### config.mk
export PLATFORM = sky130hd
export DESIGN_NAME = demux1x2_flat
export DESIGN_NICKNAME = d
export VERILOG_FILES = /design/src/rtl/demux1x2_if.sv /design/src/rtl/demux1x2.sv /design/src/flat_wrapper.sv
export SDC_FILE = /design/constraint.sdc
export NUM_CORES = 1
export LEC_CHECK = 0
export ABC_AREA = 1
export CAP_MARGIN = 20
export CORE_MARGIN = 2
export CORE_UTILIZATION = 46
export CTS_CLUSTER_DIAMETER = 200
export DETAILED_ROUTE_END_ITERATION = 12
export GPL_TIMING_DRIVEN = 0
export PLACE_DENSITY = 0.76
export RECOVER_POWER = 50
export SLEW_MARGIN = 15
export SYNTH_ARGS = -nofsm -noshare
export SYNTH_HDL_FRONTEND = slang
export SYNTH_SLANG_ARGS = --single-unit
### constraint.sdc
create_clock -name clk -period 3 [get_ports clk]
set_input_delay 0.45 -clock clk [delete_from_list [all_inputs] [get_ports clk]]
set_output_delay 0.45 -clock clk [all_outputs]
set_load 0.1 [all_outputs]
### src/rtl/demux1x2_if.sv
// Bus bundle for the 1-to-2 lane demultiplexer: interleaved input stream
// and the registered, pair-aligned outputs.
interface demux1x2_if #(
    parameter int BW = 8
);
    // Valid-only flow: a word is consumed in the slot where validEntrada
    // is sampled high; there is no ready, so every slot is taken, and a
    // slot with validEntrada low carries no word.
    logic [BW-1:0] Entrada;
    logic          validEntrada;
    logic [BW-1:0] Salida0;
    logic [BW-1:0] Salida1;
    logic          validSalida0;
    logic          validSalida1;
    logic [7:0]    pares;

    modport master (
        output Entrada, validEntrada,
        input  Salida0, Salida1, validSalida0, validSalida1, pares
    );

    modport slave (
        input  Entrada, validEntrada,
        output Salida0, Salida1, validSalida0, validSalida1, pares
    );
endinterface

### src/rtl/demux1x2.sv
// Splits an interleaved word stream into two lanes: even slots are held,
// odd slots emit the pair on both outputs in the same edge.
module demux1x2 #(
    parameter int BW = 8
) (
    input  logic        clk,
    input  logic        reset,
    demux1x2_if.slave   bus,
    output logic        sel_dbg_o
);

    typedef enum logic {
        SLOT_CAPTURE = 1'b0,
        SLOT_EMIT    = 1'b1
    } slot_e;

    slot_e         state_q, state_d;
    logic [BW-1:0] hold0_q, hold0_d;
    logic          hvalid0_q, hvalid0_d;
    logic [BW-1:0] sal0_q, sal0_d;
    logic [BW-1:0] sal1_q, sal1_d;
    logic          vsal0_q, vsal0_d;
    logic          vsal1_q, vsal1_d;
    logic [7:0]    pares_q, pares_d;
    logic [BW-1:0] word_in;

    // Invalid slots are scrubbed to zero before they can be stored.
    assign word_in = bus.validEntrada ? bus.Entrada : '0;

    always_ff @(posedge clk or posedge reset) begin
        if (reset) begin
            state_q   <= SLOT_CAPTURE;
            hold0_q   <= '0;
            hvalid0_q <= 1'b0;
            sal0_q    <= '0;
            sal1_q    <= '0;
            vsal0_q   <= 1'b0;
            vsal1_q   <= 1'b0;
            pares_q   <= 8'd0;
        end else begin
            state_q   <= state_d;
            hold0_q   <= hold0_d;
            hvalid0_q <= hvalid0_d;
            sal0_q    <= sal0_d;
            sal1_q    <= sal1_d;
            vsal0_q   <= vsal0_d;
            vsal1_q   <= vsal1_d;
            pares_q   <= pares_d;
        end
    end

    always_comb begin
        state_d   = state_q;
        hold0_d   = hold0_q;
        hvalid0_d = hvalid0_q;
        sal0_d    = sal0_q;
        sal1_d    = sal1_q;
        vsal0_d   = vsal0_q;
        vsal1_d   = vsal1_q;
        pares_d   = pares_q;
        case (state_q)
            SLOT_CAPTURE: begin
                hold0_d   = word_in;
                hvalid0_d = bus.validEntrada;
                state_d   = SLOT_EMIT;
            end
            SLOT_EMIT: begin
                sal0_d  = hold0_q;
                vsal0_d = hvalid0_q;
                sal1_d  = word_in;
                vsal1_d = bus.validEntrada;
                if (hvalid0_q && bus.validEntrada) begin
                    pares_d = pares_q + 8'd1;
                end
                state_d = SLOT_CAPTURE;
            end
            default: state_d = SLOT_CAPTURE;
        endcase
    end

    assign bus.Salida0      = sal0_q;
    assign bus.Salida1      = sal1_q;
    assign bus.validSalida0 = vsal0_q;
    assign bus.validSalida1 = vsal1_q;
    assign bus.pares        = pares_q;
    assign sel_dbg_o        = state_q;

endmodule

### src/flat_wrapper.sv
// flat-port wrapper written by rule: the top's interface ports become plain ports
module demux1x2_flat 
#(
    parameter int BW = 8
)
  (clk, reset, sel_dbg_o, bus_Entrada, bus_validEntrada, bus_Salida0, bus_Salida1, bus_validSalida0, bus_validSalida1, bus_pares);
  demux1x2_if #(.BW(BW)) bus_i ();
  input  logic clk;
  input  logic reset;
  output logic sel_dbg_o;
  input wire logic [$bits(bus_i.Entrada)-1:0] bus_Entrada;
  input wire logic [$bits(bus_i.validEntrada)-1:0] bus_validEntrada;
  output wire logic [$bits(bus_i.Salida0)-1:0] bus_Salida0;
  output wire logic [$bits(bus_i.Salida1)-1:0] bus_Salida1;
  output wire logic [$bits(bus_i.validSalida0)-1:0] bus_validSalida0;
  output wire logic [$bits(bus_i.validSalida1)-1:0] bus_validSalida1;
  output wire logic [$bits(bus_i.pares)-1:0] bus_pares;
  assign bus_i.Entrada = bus_Entrada;
  assign bus_i.validEntrada = bus_validEntrada;
  assign bus_Salida0 = bus_i.Salida0;
  assign bus_Salida1 = bus_i.Salida1;
  assign bus_validSalida0 = bus_i.validSalida0;
  assign bus_validSalida1 = bus_i.validSalida1;
  assign bus_pares = bus_i.pares;
  demux1x2 #(.BW(BW)) u_core (.clk(clk), .reset(reset), .bus(bus_i), .sel_dbg_o(sel_dbg_o));
endmodule
# Yosys cells after proc, flatten, opt, wreduce, memory -nomap -nowiden

Cells that the tools add are included.

Register bits after elaboration: 36
Input port bits: 11
Output and inout port bits: 27
Word-level logic and storage cells: 14

$add $sub $neg: 1
Multiplexer cells: 2
Bitwise operators: 1
Reductions and logical operators: 2

Operators by type and width:

| cell                                        | count |
|---|---|
| adder 8 x 1 -> 8 bit, second input constant | 1 |
| two-way mux 8 bit                           | 1 |
| case mux 1 bit (2 select lines)             | 1 |
| AND reduction 2 bit                         | 1 |
| logical AND 1 bit                           | 1 |
| NOT 1 bit                                   | 1 |

# Longest topological paths before layout

Depth after elaboration: 2
Mapped depth: 7

# Worst setup path before layout

Ideal clock, no wire load.

Kind: reg-to-reg
From: reg u_core.pares_q[1], in the netlist u_core.bus.pares[1]
To: reg u_core.pares_q[6], in the netlist u_core.bus.pares[6]
Setup time: 0.114 ns
Data arrival time: 1.701 ns
Required time: 2.886 ns
Setup slack: 1.185 ns
Cell stages (with the launch flop): 7
Period minus slack after synthesis: 1.815 ns
Path through: dfrtp_1 > ha_1 > nand3_1 > nor2_2 > nand3_1 > nand2_1 > inv_1

Longest elaborated chain between the ends: 1

RTL lines:

| element                | RTL line       | RTL |
|---|---|---|
| from (decl)            | demux1x2.sv:24 | `logic [7:0] pares_q, pares_d;` |
| from (signal assigned) | demux1x2.sv:48 | `pares_q <= pares_d;` |
| adder 8 x 1 -> 8 bit   | demux1x2.sv:73 | `pares_d = pares_q + 8'd1;` |

No other way between the ends.
A chain may end at the register's enable or synchronous reset.

# Worst setup path after layout

From: reg u_core.pares_q[2], in the netlist u_core.bus.pares[2]
To: out bus_pares[2]

RTL lines:

| element   | RTL line           | RTL |
|---|---|---|
| to (decl) | flat_wrapper.sv:17 | `output wire logic [$bits(bus_i.pares)-1:0] bus_pares;` |

No word-level cell between the ends.

==> results.md <==
- Status: complete, no violations
- Worst path slowest cell: clkdlybuf4s50_1
- Final setup vio count: 0
- Crit start category: register
- YS warnings: 0
- Tmin final: 2.41 ns
- Slew margin rel.: 12.9%
- Critical path's top delay family: buffers and inverters
- Worst Tran Pin Value: 1.30 ns
- Hold_buf cts: 0
- DR DRC count: 0
- Number of global-route vias before repair: 1181
- HP Class: in -> reg
- Worst ir drop on vdd: 0.341 mV
- Slew Viols, Final: 0
- P&R area growth vs syn: 33.2%
- DP HPWL: 2.17 mm
- Syn avg cell area: 9.29 sq um
- Final cycle utilization of the critical path: 80.3%
- Post-CTS Setup Bufs: 0
- Non-Filler Instances: 246
- Number of CTS-inserted buffers: 5
- Total grt overflow: 0
- Max Freq: 415 MHz
- WP data required: 2.55 ns
- Placed Instances: 238
- Worst hold slack: 0.414 ns
- FF+latch count, synth: 36
- Routability cong.: 0.780
- Clock-pin slew on the worst setup and hold paths: 0.10 ns
- Core outline area: 3050 sq um
- PD cells: 745 nW/um^2
- Row count: 20
- Synth cell types: 16
- Total number of vias: 1161
- Root buf cell: clkbuf_4
- Final #Nets: 213
- Clk_skew: 0.00451 ns
- GRT Util Overall: 19.1%
- Antenna violations before repair: 0
- CTS H-Tree Depth: 2
- Final ANT Viol Nets: 0
- Finished Cell Area: 1950 sq um
- Syn Std Cell Area: 1470 sq um
- TritonCTS clock tree: built
- Die height: 60.5 microns
- CP Capture Type: primary output
- Pre-CTS setup slack: 0.958 ns
- Crit-path max FO: 6
- CP arrival: 1.96 ns
- Syn_nets: 170
- Final wirelength: 2.96 mm
- I/O Buffers: 36
- Max-cap viol count: 0
- Initial cell density of the core: 48.1%
- Setup TNS: 0 ns
- Die W: 60.5 microns
- Fin. Hold Viols: 0
- RSZ-0062 raised after global routing: false
- Initial DRC Count: 58
- Buf+Inv Stages, Crit Path: 1
- Crit Path Class: reg -> out
- Global-route wire length before repair: 5.02 mm
- TritonRoute pass-1 iters: 4
- Largest stage delay, worst path: 1.17 ns
- Via density per instance: 4.72
- Clock Path Buffers: 2
- Leak pwr: 1.02 nW
- Synth area leader: dfrtp_1
- Synth Instances: 158
- Largest net degree at the start of global routing: 37
- Setup WS post-layout: 0.591 ns
- DIE AREA: 3660 sq um
- Share of cells above drive strength 1: 6.93%
- Post-DP Area: 1880 sq um
- WL per Instance: 12.0 microns
- N_diodes: 0
- Worst-Skew Late Latency: 0.33 ns
- CP cell instances: clkdlybuf4s50_1
- CTS Sinks: 36
- Post-synthesis sequential area ratio: 61.4%
- Post-CTS Resized: 0
- Ranking of synthesized cells by area: dfrtp_1, nand2_1, nand3_1
- Total I/O pin count: 38
- Yosys top cell area share: 61.4%
-- flip-flops by register name, summed over array words and instances (netlist names) --
register                 flops
u_core.bus.validSalida0      1
u_core.hvalid0_q             1
u_core.bus.validSalida1      1
u_core.bus.Salida1           8
u_core.sel_dbg_o             1
u_core.hold0_q               8
u_core.bus.pares             8
u_core.bus.Salida0           8
-- logic make-up (layout without fill, tap and decap cells) --
logic type               after synthesis  after routing  share of synthesized area [%]
XOR/XNOR                               4              4                           2.39
adder cells (fa/ha/maj)                1              1                          0.852
buffers and inverters                 17             61                           5.97
AND/OR/NAND/NOR                      100            100                           29.4
flip-flops                            36             36                           61.4
-- cells in the final DEF (no fill, tap or decap), drive strengths merged --
cell type	instances
nand2	70
inv	11
nand3b	1
clkbuf	8
xor2	4
dfrtp	36
buf	5
nor3	1
nor2	5
ha	1
bufinv	1
dlygate4sd3	1
nand3	23
clkdlybuf4s50	35
-- cell type report --
type,count,area [sq um]
plain buffers,6,42.5
well taps,44,55.1
multi-input cells,105,459
inverters,11,41.3
repair buffers,36,360
flip-flops and latches,36,901
clock buffers,7,65.1
fillers,288,1100
clock inverters,1,30.0
-- cell usage after synthesis --
library cell and n:
inv_1 10, nand2_1 70, nand3b_1 1, ha_1 1, nor2_1 3, buf_2 1, xor2_1 4, buf_4 4
inv_2 1, nand3_4 1, nand3_1 22, nor3_1 1, nor2_4 1, buf_6 1, nor2_2 1, dfrtp_1 36
-- where the power goes --
part | internal (W) | switching, W
sequential | 0.000532 | 0.0000482
clock | 0.000221 | 0.000155
combinational | 0.000113 | 0.000386
total | 0.000866 | 0.000589
-- metal layers --
metal / wire length (microns) / track usage (%) / vias up
met5: 0 / 0 / -
met4: 46 / 7.45 / 0
met3: 126 / 6.40 / 9
met2: 1540 / 33.2 / 30
met1: 1250 / 22.0 / 553
li1: - / - / 569
-- worst paths after layout --
path	start	to	slack (ns)	cells past startpoint
worst min-delay path	bus_validEntrada	u_core.bus.Salida1[7]$_DFFE_PP0P_	0.41	3
min in group asynchronous	reset	u_core.bus.Salida0[4]$_DFFE_PP0P_	0.91	2
worst max-delay path	u_core.bus.pares[2]$_DFFE_PP0P_	bus_pares[2]	0.59	1
worst max register to register	u_core.sel_dbg_o$_DFF_PP0_	u_core.bus.Salida1[4]$_DFFE_PP0P_	1.51	5
max in group asynchronous	reset	u_core.bus.Salida1[5]$_DFFE_PP0P_	1.32	2
worst min register to register	u_core.bus.Salida0[5]$_DFFE_PP0P_	u_core.bus.Salida0[5]$_DFFE_PP0P_	0.48	2
-- tightest hold or removal path, stage by stage --
cell     delay [ns]
buf_4          0.15
nand3_1        0.08
nand2_1        0.04
-- stage by stage --
| stage | total power (W) | util [%] |
|---|---|---|
| 3_5_place_dp | 0.00110 | 61.7 |
| 5_1_grt | 0.00152 | 64.0 |
| 2_1_floorplan | 0.000966 | - |
| 4_1_cts | 0.00147 | 64.8 |
| 6_report | 0.00146 | 64.0 |
| 3_3_place_gp | 0.00108 | 61.7 |
Power figures use the tool's default switching activity.
